File: config.mk
export PLATFORM = sky130hd
export DESIGN_NAME = rv_host_port_flat
export DESIGN_NICKNAME = d
export VERILOG_FILES = /design/src/rtl/rv_host_port_if.sv /design/src/rtl/rv_host_port.sv /design/src/flat_wrapper.sv
export SDC_FILE = /design/constraint.sdc
export NUM_CORES = 1
export LEC_CHECK = 0
export CAP_MARGIN = 20
export CORE_ASPECT_RATIO = 0.5
export CORE_MARGIN = 10
export CORE_UTILIZATION = 48
export CTS_BUF_LIST = sky130_fd_sc_hd__clkbuf_16
export DETAILED_ROUTE_END_ITERATION = 8
export PLACE_DENSITY = 0.76
export SYNTH_ARGS = -nofsm -noshare
export SYNTH_HDL_FRONTEND = slang
export SYNTH_SLANG_ARGS = --single-unit
File: constraint.sdc
create_clock -name clk_i -period 3.2 [get_ports clk_i]
set_input_delay 0.32 -clock clk_i [delete_from_list [all_inputs] [get_ports clk_i]]
set_output_delay 0.32 -clock clk_i [all_outputs]
set_load 0.01 [all_outputs]
File: src/rtl/rv_host_port_if.sv
// Host/console port bus: uRV dm_* data-memory bus plus the TX byte stream and completion outputs.
// Latency: none (wiring only).
// Backpressure: dm_ready_o stalls the CPU store; tx_ready_i throttles the byte stream.
interface rv_host_port_if;
  logic [31:0] dm_addr_i;
  logic [31:0] dm_data_s_i;
  logic [3:0]  dm_data_select_i;
  logic        dm_store_i;
  logic        dm_load_i;
  logic [31:0] dm_data_l_o;
  logic        dm_store_done_o;
  logic        dm_load_done_o;
  logic        dm_ready_o;
  logic [7:0]  tx_data_o;
  logic        tx_valid_o;
  logic        tx_ready_i;
  logic        test_done_o;
  logic [31:0] test_code_o;

  // Peripheral side
  modport slave (
    input  dm_addr_i, dm_data_s_i, dm_data_select_i, dm_store_i, dm_load_i, tx_ready_i,
    output dm_data_l_o, dm_store_done_o, dm_load_done_o, dm_ready_o,
           tx_data_o, tx_valid_o, test_done_o, test_code_o
  );

  // CPU / sink side
  modport master (
    output dm_addr_i, dm_data_s_i, dm_data_select_i, dm_store_i, dm_load_i, tx_ready_i,
    input  dm_data_l_o, dm_store_done_o, dm_load_done_o, dm_ready_o,
           tx_data_o, tx_valid_o, test_done_o, test_code_o
  );
endinterface

File: src/rtl/rv_host_port.sv
// Host/console peripheral: TX store -> byte FIFO -> valid/ready stream; DONE store latches a sticky completion code.
// Latency: store/load done pulses one cycle after acceptance; a pushed byte is visible on the stream one cycle after push.
// Backpressure: TX store into a full FIFO drops dm_ready_o until the byte fits. Option macro RV_HOST_PORT_DRAIN_ON_DONE_EN.
module rv_host_port #(
  parameter logic [31:0] g_base_addr  = 32'h0010_0000,
  parameter int          g_fifo_depth = 16
) (
  input  logic          clk_i,
  input  logic          rst_i,
  rv_host_port_if.slave bus
);

  localparam int            AW      = $clog2(g_fifo_depth);
  localparam int            CW      = AW + 1;
  localparam logic [CW-1:0] DEPTH_C = CW'(g_fifo_depth);

  localparam logic [0:0] S_IDLE  = 1'b0;
  localparam logic [0:0] S_STALL = 1'b1;

  localparam logic [1:0] OFF_TX     = 2'd0;
  localparam logic [1:0] OFF_DONE   = 2'd1;
  localparam logic [1:0] OFF_STATUS = 2'd2;
  localparam logic [1:0] OFF_CODE   = 2'd3;

  // FIFO storage and bookkeeping
  logic [7:0]    mem_q [g_fifo_depth];
  logic [AW-1:0] wr_ptr_q, rd_ptr_q;
  logic [CW-1:0] count_q, count_d;

  // Control state
  logic [0:0]  state_q, state_d;
  logic [7:0]  stall_byte_q, stall_byte_d;
  logic        store_done_q, store_done_d;
  logic        load_done_q, load_done_d;
  logic [31:0] data_l_q, data_l_d;
  logic        done_req_q, done_req_d;
  logic        test_done_q, test_done_d;
  logic [31:0] code_q, code_d;

  logic        hit, st_hit, ld_hit, full, empty, push, pop;
  logic [1:0]  offset;
  logic [7:0]  push_byte;
  logic [31:0] cnt_ext, status_w;
  logic        unused_bits;

  assign hit    = (bus.dm_addr_i[31:4] == g_base_addr[31:4]);
  assign offset = bus.dm_addr_i[3:2];
  assign st_hit = bus.dm_store_i && hit;
  // Loads are ignored while a TX store is stalled, like every other bus input
  assign ld_hit = (state_q == S_IDLE) && bus.dm_load_i && hit;

  // Full comes from the registered count, so a same-cycle pop never admits a push into a full FIFO
  assign full  = (count_q == DEPTH_C);
  assign empty = (count_q == '0);
  assign pop   = !empty && bus.tx_ready_i;

  assign cnt_ext  = 32'(count_q);
  assign status_w = {16'h0, cnt_ext[7:0], 5'b0, full, empty, test_done_q};

  assign unused_bits = ^{bus.dm_addr_i[1:0], bus.dm_data_select_i[3:1], bus.dm_data_s_i[31:8] & 24'h0, cnt_ext[31:8]};

  // Store decode and IDLE/STALL sequencing
  always_comb begin
    state_d      = state_q;
    stall_byte_d = stall_byte_q;
    push         = 1'b0;
    push_byte    = bus.dm_data_s_i[7:0];
    store_done_d = 1'b0;
    done_req_d   = done_req_q;
    code_d       = code_q;
    case (state_q)
      S_IDLE: begin
        if (st_hit) begin
          case (offset)
            OFF_TX: begin
              if (bus.dm_data_select_i[0] && full) begin
                state_d      = S_STALL;
                stall_byte_d = bus.dm_data_s_i[7:0];
              end else begin
                push         = bus.dm_data_select_i[0];
                store_done_d = 1'b1;
              end
            end
            OFF_DONE: begin
              // First completion code wins; later DONE stores only complete
              if (!done_req_q) begin
                done_req_d = 1'b1;
                code_d     = bus.dm_data_s_i;
              end
              store_done_d = 1'b1;
            end
            default: store_done_d = 1'b1;
          endcase
        end
      end
      S_STALL: begin
        push_byte = stall_byte_q;
        if (!full) begin
          push         = 1'b1;
          store_done_d = 1'b1;
          state_d      = S_IDLE;
        end
      end
      default: state_d = S_IDLE;
    endcase
  end

  // Load response: register read data, zero when not answering a load
  always_comb begin
    load_done_d = ld_hit;
    data_l_d    = 32'h0;
    if (ld_hit) begin
      case (offset)
        OFF_STATUS: data_l_d = status_w;
        OFF_CODE:   data_l_d = code_q;
        default:    data_l_d = 32'h0;
      endcase
    end
  end

  // Completion flag: either follows the DONE write directly or waits for the FIFO to drain
  always_comb begin
`ifdef RV_HOST_PORT_DRAIN_ON_DONE_EN
    test_done_d = test_done_q | (done_req_q & empty);
`else
    test_done_d = done_req_d;
`endif
  end

  // Occupancy next-state from push/pop pair
  always_comb begin
    case ({push, pop})
      2'b10:   count_d = count_q + CW'(1);
      2'b01:   count_d = count_q - CW'(1);
      default: count_d = count_q;
    endcase
  end

  // Control registers
  always_ff @(posedge clk_i) begin
    if (rst_i) begin
      state_q      <= S_IDLE;
      stall_byte_q <= 8'h0;
      store_done_q <= 1'b0;
      load_done_q  <= 1'b0;
      data_l_q     <= 32'h0;
      done_req_q   <= 1'b0;
      test_done_q  <= 1'b0;
      code_q       <= 32'h0;
    end else begin
      state_q      <= state_d;
      stall_byte_q <= stall_byte_d;
      store_done_q <= store_done_d;
      load_done_q  <= load_done_d;
      data_l_q     <= data_l_d;
      done_req_q   <= done_req_d;
      test_done_q  <= test_done_d;
      code_q       <= code_d;
    end
  end

  // FIFO pointers and count; pointers wrap naturally at the power-of-2 depth
  always_ff @(posedge clk_i) begin
    if (rst_i) begin
      wr_ptr_q <= '0;
      rd_ptr_q <= '0;
      count_q  <= '0;
    end else begin
      if (push) wr_ptr_q <= wr_ptr_q + AW'(1);
      if (pop)  rd_ptr_q <= rd_ptr_q + AW'(1);
      count_q <= count_d;
    end
  end

  // FIFO storage; contents are masked by the empty flag so no reset is needed
  always_ff @(posedge clk_i) begin
    if (push) mem_q[wr_ptr_q] <= push_byte;
  end

  assign bus.dm_data_l_o     = data_l_q;
  assign bus.dm_store_done_o = store_done_q;
  assign bus.dm_load_done_o  = load_done_q;
  assign bus.dm_ready_o      = (state_q == S_IDLE);
  assign bus.tx_valid_o      = !empty;
  assign bus.tx_data_o       = empty ? 8'h0 : mem_q[rd_ptr_q];
  assign bus.test_done_o     = test_done_q;
  assign bus.test_code_o     = code_q;

endmodule

File: src/flat_wrapper.sv
// flat-port wrapper written by rule: the top's interface ports become plain ports
module rv_host_port_flat 
#(
  parameter logic [31:0] g_base_addr  = 32'h0010_0000,
  parameter int          g_fifo_depth = 16
)
  (clk_i, rst_i, bus_dm_addr_i, bus_dm_data_s_i, bus_dm_data_select_i, bus_dm_store_i, bus_dm_load_i, bus_tx_ready_i, bus_dm_data_l_o, bus_dm_store_done_o, bus_dm_load_done_o, bus_dm_ready_o, bus_tx_data_o, bus_tx_valid_o, bus_test_done_o, bus_test_code_o);
  rv_host_port_if bus_i ();
  input  logic clk_i;
  input  logic rst_i;
  input wire logic [$bits(bus_i.dm_addr_i)-1:0] bus_dm_addr_i;
  input wire logic [$bits(bus_i.dm_data_s_i)-1:0] bus_dm_data_s_i;
  input wire logic [$bits(bus_i.dm_data_select_i)-1:0] bus_dm_data_select_i;
  input wire logic [$bits(bus_i.dm_store_i)-1:0] bus_dm_store_i;
  input wire logic [$bits(bus_i.dm_load_i)-1:0] bus_dm_load_i;
  input wire logic [$bits(bus_i.tx_ready_i)-1:0] bus_tx_ready_i;
  output wire logic [$bits(bus_i.dm_data_l_o)-1:0] bus_dm_data_l_o;
  output wire logic [$bits(bus_i.dm_store_done_o)-1:0] bus_dm_store_done_o;
  output wire logic [$bits(bus_i.dm_load_done_o)-1:0] bus_dm_load_done_o;
  output wire logic [$bits(bus_i.dm_ready_o)-1:0] bus_dm_ready_o;
  output wire logic [$bits(bus_i.tx_data_o)-1:0] bus_tx_data_o;
  output wire logic [$bits(bus_i.tx_valid_o)-1:0] bus_tx_valid_o;
  output wire logic [$bits(bus_i.test_done_o)-1:0] bus_test_done_o;
  output wire logic [$bits(bus_i.test_code_o)-1:0] bus_test_code_o;
  assign bus_i.dm_addr_i = bus_dm_addr_i;
  assign bus_i.dm_data_s_i = bus_dm_data_s_i;
  assign bus_i.dm_data_select_i = bus_dm_data_select_i;
  assign bus_i.dm_store_i = bus_dm_store_i;
  assign bus_i.dm_load_i = bus_dm_load_i;
  assign bus_i.tx_ready_i = bus_tx_ready_i;
  assign bus_dm_data_l_o = bus_i.dm_data_l_o;
  assign bus_dm_store_done_o = bus_i.dm_store_done_o;
  assign bus_dm_load_done_o = bus_i.dm_load_done_o;
  assign bus_dm_ready_o = bus_i.dm_ready_o;
  assign bus_tx_data_o = bus_i.tx_data_o;
  assign bus_tx_valid_o = bus_i.tx_valid_o;
  assign bus_test_done_o = bus_i.test_done_o;
  assign bus_test_code_o = bus_i.test_code_o;
  rv_host_port #(.g_base_addr(g_base_addr), .g_fifo_depth(g_fifo_depth)) u_core (.clk_i(clk_i), .rst_i(rst_i), .bus(bus_i));
endmodule
## After elaboration in Yosys (flattened, before gate mapping)

Memories as Yosys holds them, arrays and structs flattened. A register that Yosys moved wholly into a read port is not among the register bits.
Cells that the tools add are included.

| operators by class | value |
|---|---|
| bitwise gates (word level) | 3 |
| reduce and logical (&&, ||, !) cells | 13 |
| add/sub/neg operators | 4 |
| equality and inequality tests | 7 |
| mux-type cells | 22 |

Operator list:

| kind | number |
|---|---|
| 32-bit case mux with 2 select lines | 1 |
| 28-bit by 17-bit == test with 1-bit output (second input constant) | 1 |
| 8-bit 2-to-1 mux | 2 |
| 1-bit 2-to-1 mux | 13 |
| 5-bit case mux with 2 select lines | 1 |
| 4-bit by 1-bit adder with 4-bit output (second input constant) | 2 |
| 4-bit 2-to-1 mux | 2 |
| 4-bit AND reduction | 2 |
| 2-bit == test (second input constant) | 3 |
| 1-bit case mux with 2 select lines | 3 |
| 5-bit by 1-bit adder with 5-bit output (second input constant) | 1 |
| 5-bit == test (second input constant) | 1 |
| 1-bit logical AND | 5 |
| 5-bit zero test | 1 |
| 5-bit by 1-bit subtractor with 5-bit output (second input constant) | 1 |
| 2-bit by 1-bit == test with 1-bit output (second input constant) | 2 |
| 1-bit inverter | 3 |
| 3-bit AND reduction | 1 |
| 2-bit zero test | 1 |
| 2-bit nonzero test | 1 |
| 2-bit OR reduction | 1 |
| 1-bit zero test | 1 |

| word-level totals | value |
|---|---|
| logic and storage cells | 60 |
| register bits after elaboration | 89 |
| memories | 1 |
| input port bits | 73 |
| memory bits (writable) | 128 |
| output and inout bits | 77 |

Memory list:

| name | depth | bits a word | read ports | clocked after Yosys merged registers in | wr ports | RTL line | text |
|---|---|---|---|---|---|---|---|
| u_core.mem_q | 16 | 8 | 1 | 1 | 1 | rv_host_port.sv:26 | `logic [7:0] mem_q [g_fifo_depth];` |

## Longest topological paths before layout

| logic depth | value |
|---|---|
| depth after elaboration | 8 |
| gate-level depth with buffers | 14 |
| gate-level depth less buffers | 11 |

## Worst setup path before layout

OpenSTA, ideal clock, no wires.

| path | value |
|---|---|
| kind | reg-to-reg |
| start | register u_core.count_q[3] |
| end | register u_core.count_q[4] |
| path buffers | 3 |
| library setup time | 0.121 ns |
| stages on the path, launching flop included | 14 |
| slack | 0.062 ns |
| data required time | 3.079 ns |
| data arrival time | 3.017 ns |
| clock period less this slack | 3.138 ns |
| cell sequence | dfxtp_1 > or4_1 > buf_4 > o21ai_4 > buf_2 > and2_1 > ha_1 > clkbuf_1 > xor2_1 > ha_1 > a21oi_1 > a32oi_1 > a31oi_1 > mux2_2 |

| on the way | value |
|---|---|
| longest elaborated chain between the ends | 8 |
| elaborated cells between the ends (all ways) | 16 |
| classes of those cells | add/sub: 2; eq/ne: 3; mux: 6; reduce/logical: 5 |

Ends and longest elaborated chain:

| item | RTL line | text |
|---|---|---|
| start, declared | rv_host_port.sv:28 | `logic [CW-1:0] count_q, count_d;` |
| start signal, assigned | rv_host_port.sv:171 | `count_q <= count_d;` |
| 5-bit == test | rv_host_port.sv:53 | `assign full = (count_q == DEPTH_C);` |
| 1-bit logical AND | rv_host_port.sv:76 | `if (bus.dm_data_select_i[0] && full) begin` |
| 1-bit 2-to-1 mux | rv_host_port.sv:76 |  |
| 1-bit 2-to-1 mux | rv_host_port.sv:74 | `case (offset)` |
| 1-bit 2-to-1 mux | rv_host_port.sv:73 | `if (st_hit) begin` |
| 1-bit case mux with 2 select lines | rv_host_port.sv:71 | `case (state_q)` |
| 2-bit by 1-bit == test with 1-bit output / 2-bit == test (equally long branches) | rv_host_port.sv:132 | `case ({push, pop})` |
| 5-bit case mux with 2 select lines / 2-bit nonzero test (equally long branches) | -- |  |

Parallel ways exist; a longest one is shown, timed or not.
A chain may end at the register's enable or synchronous reset.

## Final worst setup path

| path | value |
|---|---|
| start | register u_core.count_q[2] |
| end | output port bus_tx_data_o[3] |

| on the way | value |
|---|---|
| longest elaborated chain between the ends | 2 |

Ends and longest elaborated chain:

| item | RTL line | text |
|---|---|---|
| 5-bit zero test | rv_host_port.sv:54 | `assign empty = (count_q == '0);` |
| 8-bit 2-to-1 mux | rv_host_port.sv:185 | `assign bus.tx_data_o = empty ? 8'h0 : mem_q[rd_ptr_q];` |
| end, declared | flat_wrapper.sv:21 | `output wire logic [$bits(bus_i.tx_data_o)-1:0] bus_tx_data_o;` |

Every way passes these cells.

==> impl_metrics.csv <==
group,metric,value,unit
grt,total_routing_resource_utilization_after_global_routing,19.1,%
synth,muxShareOfSynthArea,11.8,%
critical_path,setup.worst_path.class,"flop to primary output",
grt,grt_antenna_before_repair,1,
critical_path,timing.critical_path.arrival,2700,ps
timing,max_freq,0.331,GHz
floorplanning,initial_utilization,49.0,%
layout,layout.cell_area.non_filler,11600,um^2
layout,area_growth,28.7,%
layout,final_core_utilization,63.0,%
critical_path,critical_path.endpoint_type,"primary output",
timing,max-slew-margin-rel,53.1,%
pwr,clockPowerShare,43.6,%
clocking,tritoncts,"yes",
synth,synth_top_area_share,42.7,%
timing,timing.final.max_slew_violations,0,
timing,finClkSkew,17.1,ps
clocking,cts_hold_buffers,0,
floorplanning,boundaryPins,150,
clocking,cts_max_level,1,
worst_hold_path,worstHoldPathType,"input pin to flop",
place,standard_cell_area_after_detailed_placement,10900,um^2
grt,grt_first_pass_wirelength,37200,um
clocking,tritoncts.num_buffers,20,
timing,timing_hold_violations_final,0,
pwr,p_sw_share,20.3,%
pwr,vdd.ir_drop.worst,0.340,mV
synth,synth_ff_type,"sky130_fd_sc_hd__edfxtp_1",
clocking,cts-root-buf,"sky130_fd_sc_hd__clkbuf_16",
place,portBuffers,144,
layout,number_of_nets_in_the_layout,905,
drt,ant_nets,0,
clocking,cts_max_path_buffers,3,
synth,ys_types,50,
pwr,net_switching_power,0.00114,W
drt,route.detailed.wl_per_inst,22.4,um
critical_path,slowest_stage,"sky130_fd_sc_hd__clkdlybuf4s50_1",
timing,rsz_0062_raised_after_global_routing,"no",
floorplanning,die_w,214,um
clocking,clk_transition_reported_paths,60,ps
grt,maximum_number_of_pins_on_one_net_before_global_route_repair,66,
synth,synthesis.instances,665,
critical_path,cpPeakStageDelay,520,ps
synth,synth_xor_xnor_area_share,0.681,%
pwr,power_frac_seq,53.2,%
critical_path,critical-path-top-delay-family,"buffers and inverters",
floorplanning,core_area,18400,um^2
clocking,cts.repair_timing.setup_buffer_count,0,
floorplanning,core.rowCount,35,
grt,grt_overflow_total,0,
critical_path,crit_path_frequent_cell,"sky130_fd_sc_hd__buf_4",
synth,syn_std_cell_area,9010,um^2
layout,layout-drive-gt1-share,16.6,%
timing,slew_at_the_pin_closest_to_its_max_slew_limit,704,ps
synth,yosys.area_share.simple,10.7,%
worst_hold_path,worstHoldStart,"rst_i",
drt,drt-total-wl,24200,um
grt,vias_in_the_first_global_route,6440,
drt,drt-initial-drc-count,530,
timing,endpoints_failing_setup,0,
floorplanning,die-height,117,um
synth,synth-edff-count,128,
pwr,comb_power_share,3.2,%
place,hpwl,16100,um
drt,drt_drc_violations_left,0,
drt,drt_first_pass_iters,5,
synth,synth_top_area_cells,"sky130_fd_sc_hd__edfxtp_1, sky130_fd_sc_hd__dfxtp_1, sky130_fd_sc_hd__mux4_2",
synth,postSynthAreaPerCell,13.5,um^2
synth,post_synth_fa_ha_maj_area_fraction,1.11,%
synth,synth-compound-area-share,9.32,%
place,gp_congestion,0.845,
critical_path,cp_cell_sequence,"buf_4 > nor4_4 > buf_4 > nand2_1 > nand2b_1 > o22ai_1 > clkdlybuf4s50_1",
synth,synth_warnings,0,
synth,synth_top_family_by_area,"multiplexers",
synth,seq_area_frac_synth,63.3,%
synth,async_flop_share,0,%
floorplanning,floorplan.die_area,25000,um^2
critical_path,critical_path_peak_fanout,10,
run,maxCapViolations,0,
synth,postSynthNetCount,746,
timing,min_period,3020,ps
clocking,post_cts.resized_instances,0,
critical_path,setup.worst_path.start,"u_core.count_q[2]",
drt,vias_per_cell,5.93,
critical_path,regToRegStartpoint,"u_core.count_q[2]",
run_status,status,"complete, no violations",
pwr,power.leakage,3.75,nW
timing,finalCritPeriodShare,94.3,%
clocking,clk-insertion-delay-late,500,ps
pwr,internal_power,0.00449,W
pwr,power_density,486,nW/um^2
critical_path,crit_buf_inv,3,
clocking,clock_sinks,221,
layout,n_fill_cell,1347,
synth,synth-seq-cells,221,
critical_path,setup.worst_path.start_class,"flop",
critical_path,worstPathRequired,2880,ps
timing,min_hold_slack,311,ps
drt,via_count,6401,
synth,yosysTopAreaCell,"sky130_fd_sc_hd__edfxtp_1",
metal layers:
layer / global-route usage [%] / vias up / share of wire [%]
met5: 0 / - / 0
met1: 24.6 / 3163 / 41
met4: 4.83 / 0 / 2.3
met3: 7.44 / 42 / 11
met2: 29.9 / 295 / 46
li1: - / 2901 / -
cells in the mapped netlist (6+ instances only):
cell	instances
sky130_fd_sc_hd__nand3_1	14
sky130_fd_sc_hd__edfxtp_1	128
sky130_fd_sc_hd__ha_1	8
sky130_fd_sc_hd__nand2_1	16
sky130_fd_sc_hd__o31ai_1	40
sky130_fd_sc_hd__a21oi_1	65
sky130_fd_sc_hd__nand4_1	47
sky130_fd_sc_hd__buf_2	15
sky130_fd_sc_hd__nor2_1	23
sky130_fd_sc_hd__xor2_1	6
sky130_fd_sc_hd__clkbuf_1	38
sky130_fd_sc_hd__mux2_2	10
sky130_fd_sc_hd__mux2i_1	23
sky130_fd_sc_hd__inv_1	8
sky130_fd_sc_hd__dfxtp_1	93
sky130_fd_sc_hd__o22ai_1	9
sky130_fd_sc_hd__mux4_2	32
sky130_fd_sc_hd__and2_1	25
flip-flops by register name, summed over array words and instances, names as in the netlist, named ones only:
register	cells
u_core.rd_ptr_q	4
u_core.bus.test_code_o	32
u_core.bus.dm_load_done_o	1
u_core.count_q	5
u_core.wr_ptr_q	4
u_core.bus.dm_store_done_o	1
u_core.bus.dm_data_l_o	32
u_core.stall_byte_q	8
u_core.done_req_q	1
u_core.state_q	1
u_core.mem_q	128
metrics by stage:
step	std cells	setup slack (ps)	setup TNS, ps	power [W]
6_report	1079	183	0	0.00563
5_1_grt	1079	0.786	0	0.00579
4_1_cts	1078	183	0	0.00567
3_5_place_dp	1042	-43.4	-43.9	0.00324
3_3_place_gp	1042	13.2	0	0.00323
2_1_floorplan	665	62.2	0	0.00311
tightest hold or removal path, stage by stage:
cell                      delay (ps)
sky130_fd_sc_hd__buf_2            90
sky130_fd_sc_hd__nor4b_1          40
sky130_fd_sc_hd__nand4_1         230
sky130_fd_sc_hd__nor2_1           60
final cells by class:
type                       instances  area [um^2]  area share (%)
tap                              240          300            2.59
inverter                           8         30.0           0.259
timing repair buffer             196         1840            15.9
sequential                       221         5710            49.2
multi-input combinational        377         3040            26.2
clock inverter                    16          175            1.51
antenna                            1         2.50          0.0216
clock buffer                      20          500            4.32
power by group through the flow:
stage	Clock [W]	Sequential, W	Combinational, W
2_1_floorplan	0	0.00306	0.0000518
5_1_grt	0.00261	0.00300	0.000188
3_5_place_dp	0	0.00306	0.000173
3_3_place_gp	0	0.00306	0.000169
4_1_cts	0.00249	0.00300	0.000175
6_report	0.00246	0.00300	0.000178
kinds of logic after synthesis:
family | after synthesis
adders and majority gates | 8
DFF | 221
muxes | 65
and+or+nand+nor | 163
xor gates and xnor gates | 7
buffers and inverters | 67
AOI/OAI and AO/OA | 134
cell usage in the layout (no fill, tap or decap), types with 20 or more instances in the layout:
cell and n:
sky130_fd_sc_hd__a21oi_1 65, sky130_fd_sc_hd__and2_1 25, sky130_fd_sc_hd__buf_4 51, sky130_fd_sc_hd__clkbuf_16 20, sky130_fd_sc_hd__clkdlybuf4s50_1 143, sky130_fd_sc_hd__dfxtp_1 92, sky130_fd_sc_hd__edfxtp_1 128, sky130_fd_sc_hd__mux2i_1 23
sky130_fd_sc_hd__mux4_2 32, sky130_fd_sc_hd__nand4_1 47, sky130_fd_sc_hd__nor2_1 23, sky130_fd_sc_hd__o31ai_1 40
final timing paths:
path                          endpoint  slack [ps]  depth (start not counted)
max                   bus_tx_data_o[3]         180                          7
min          u_core.bus.dm_load_done_o         310                          4
max reg2reg          u_core.count_q[4]         290                         10
min reg2reg     u_core.stall_byte_q[1]         460                          2
Note: power is estimated with default switching activity, not from simulation.
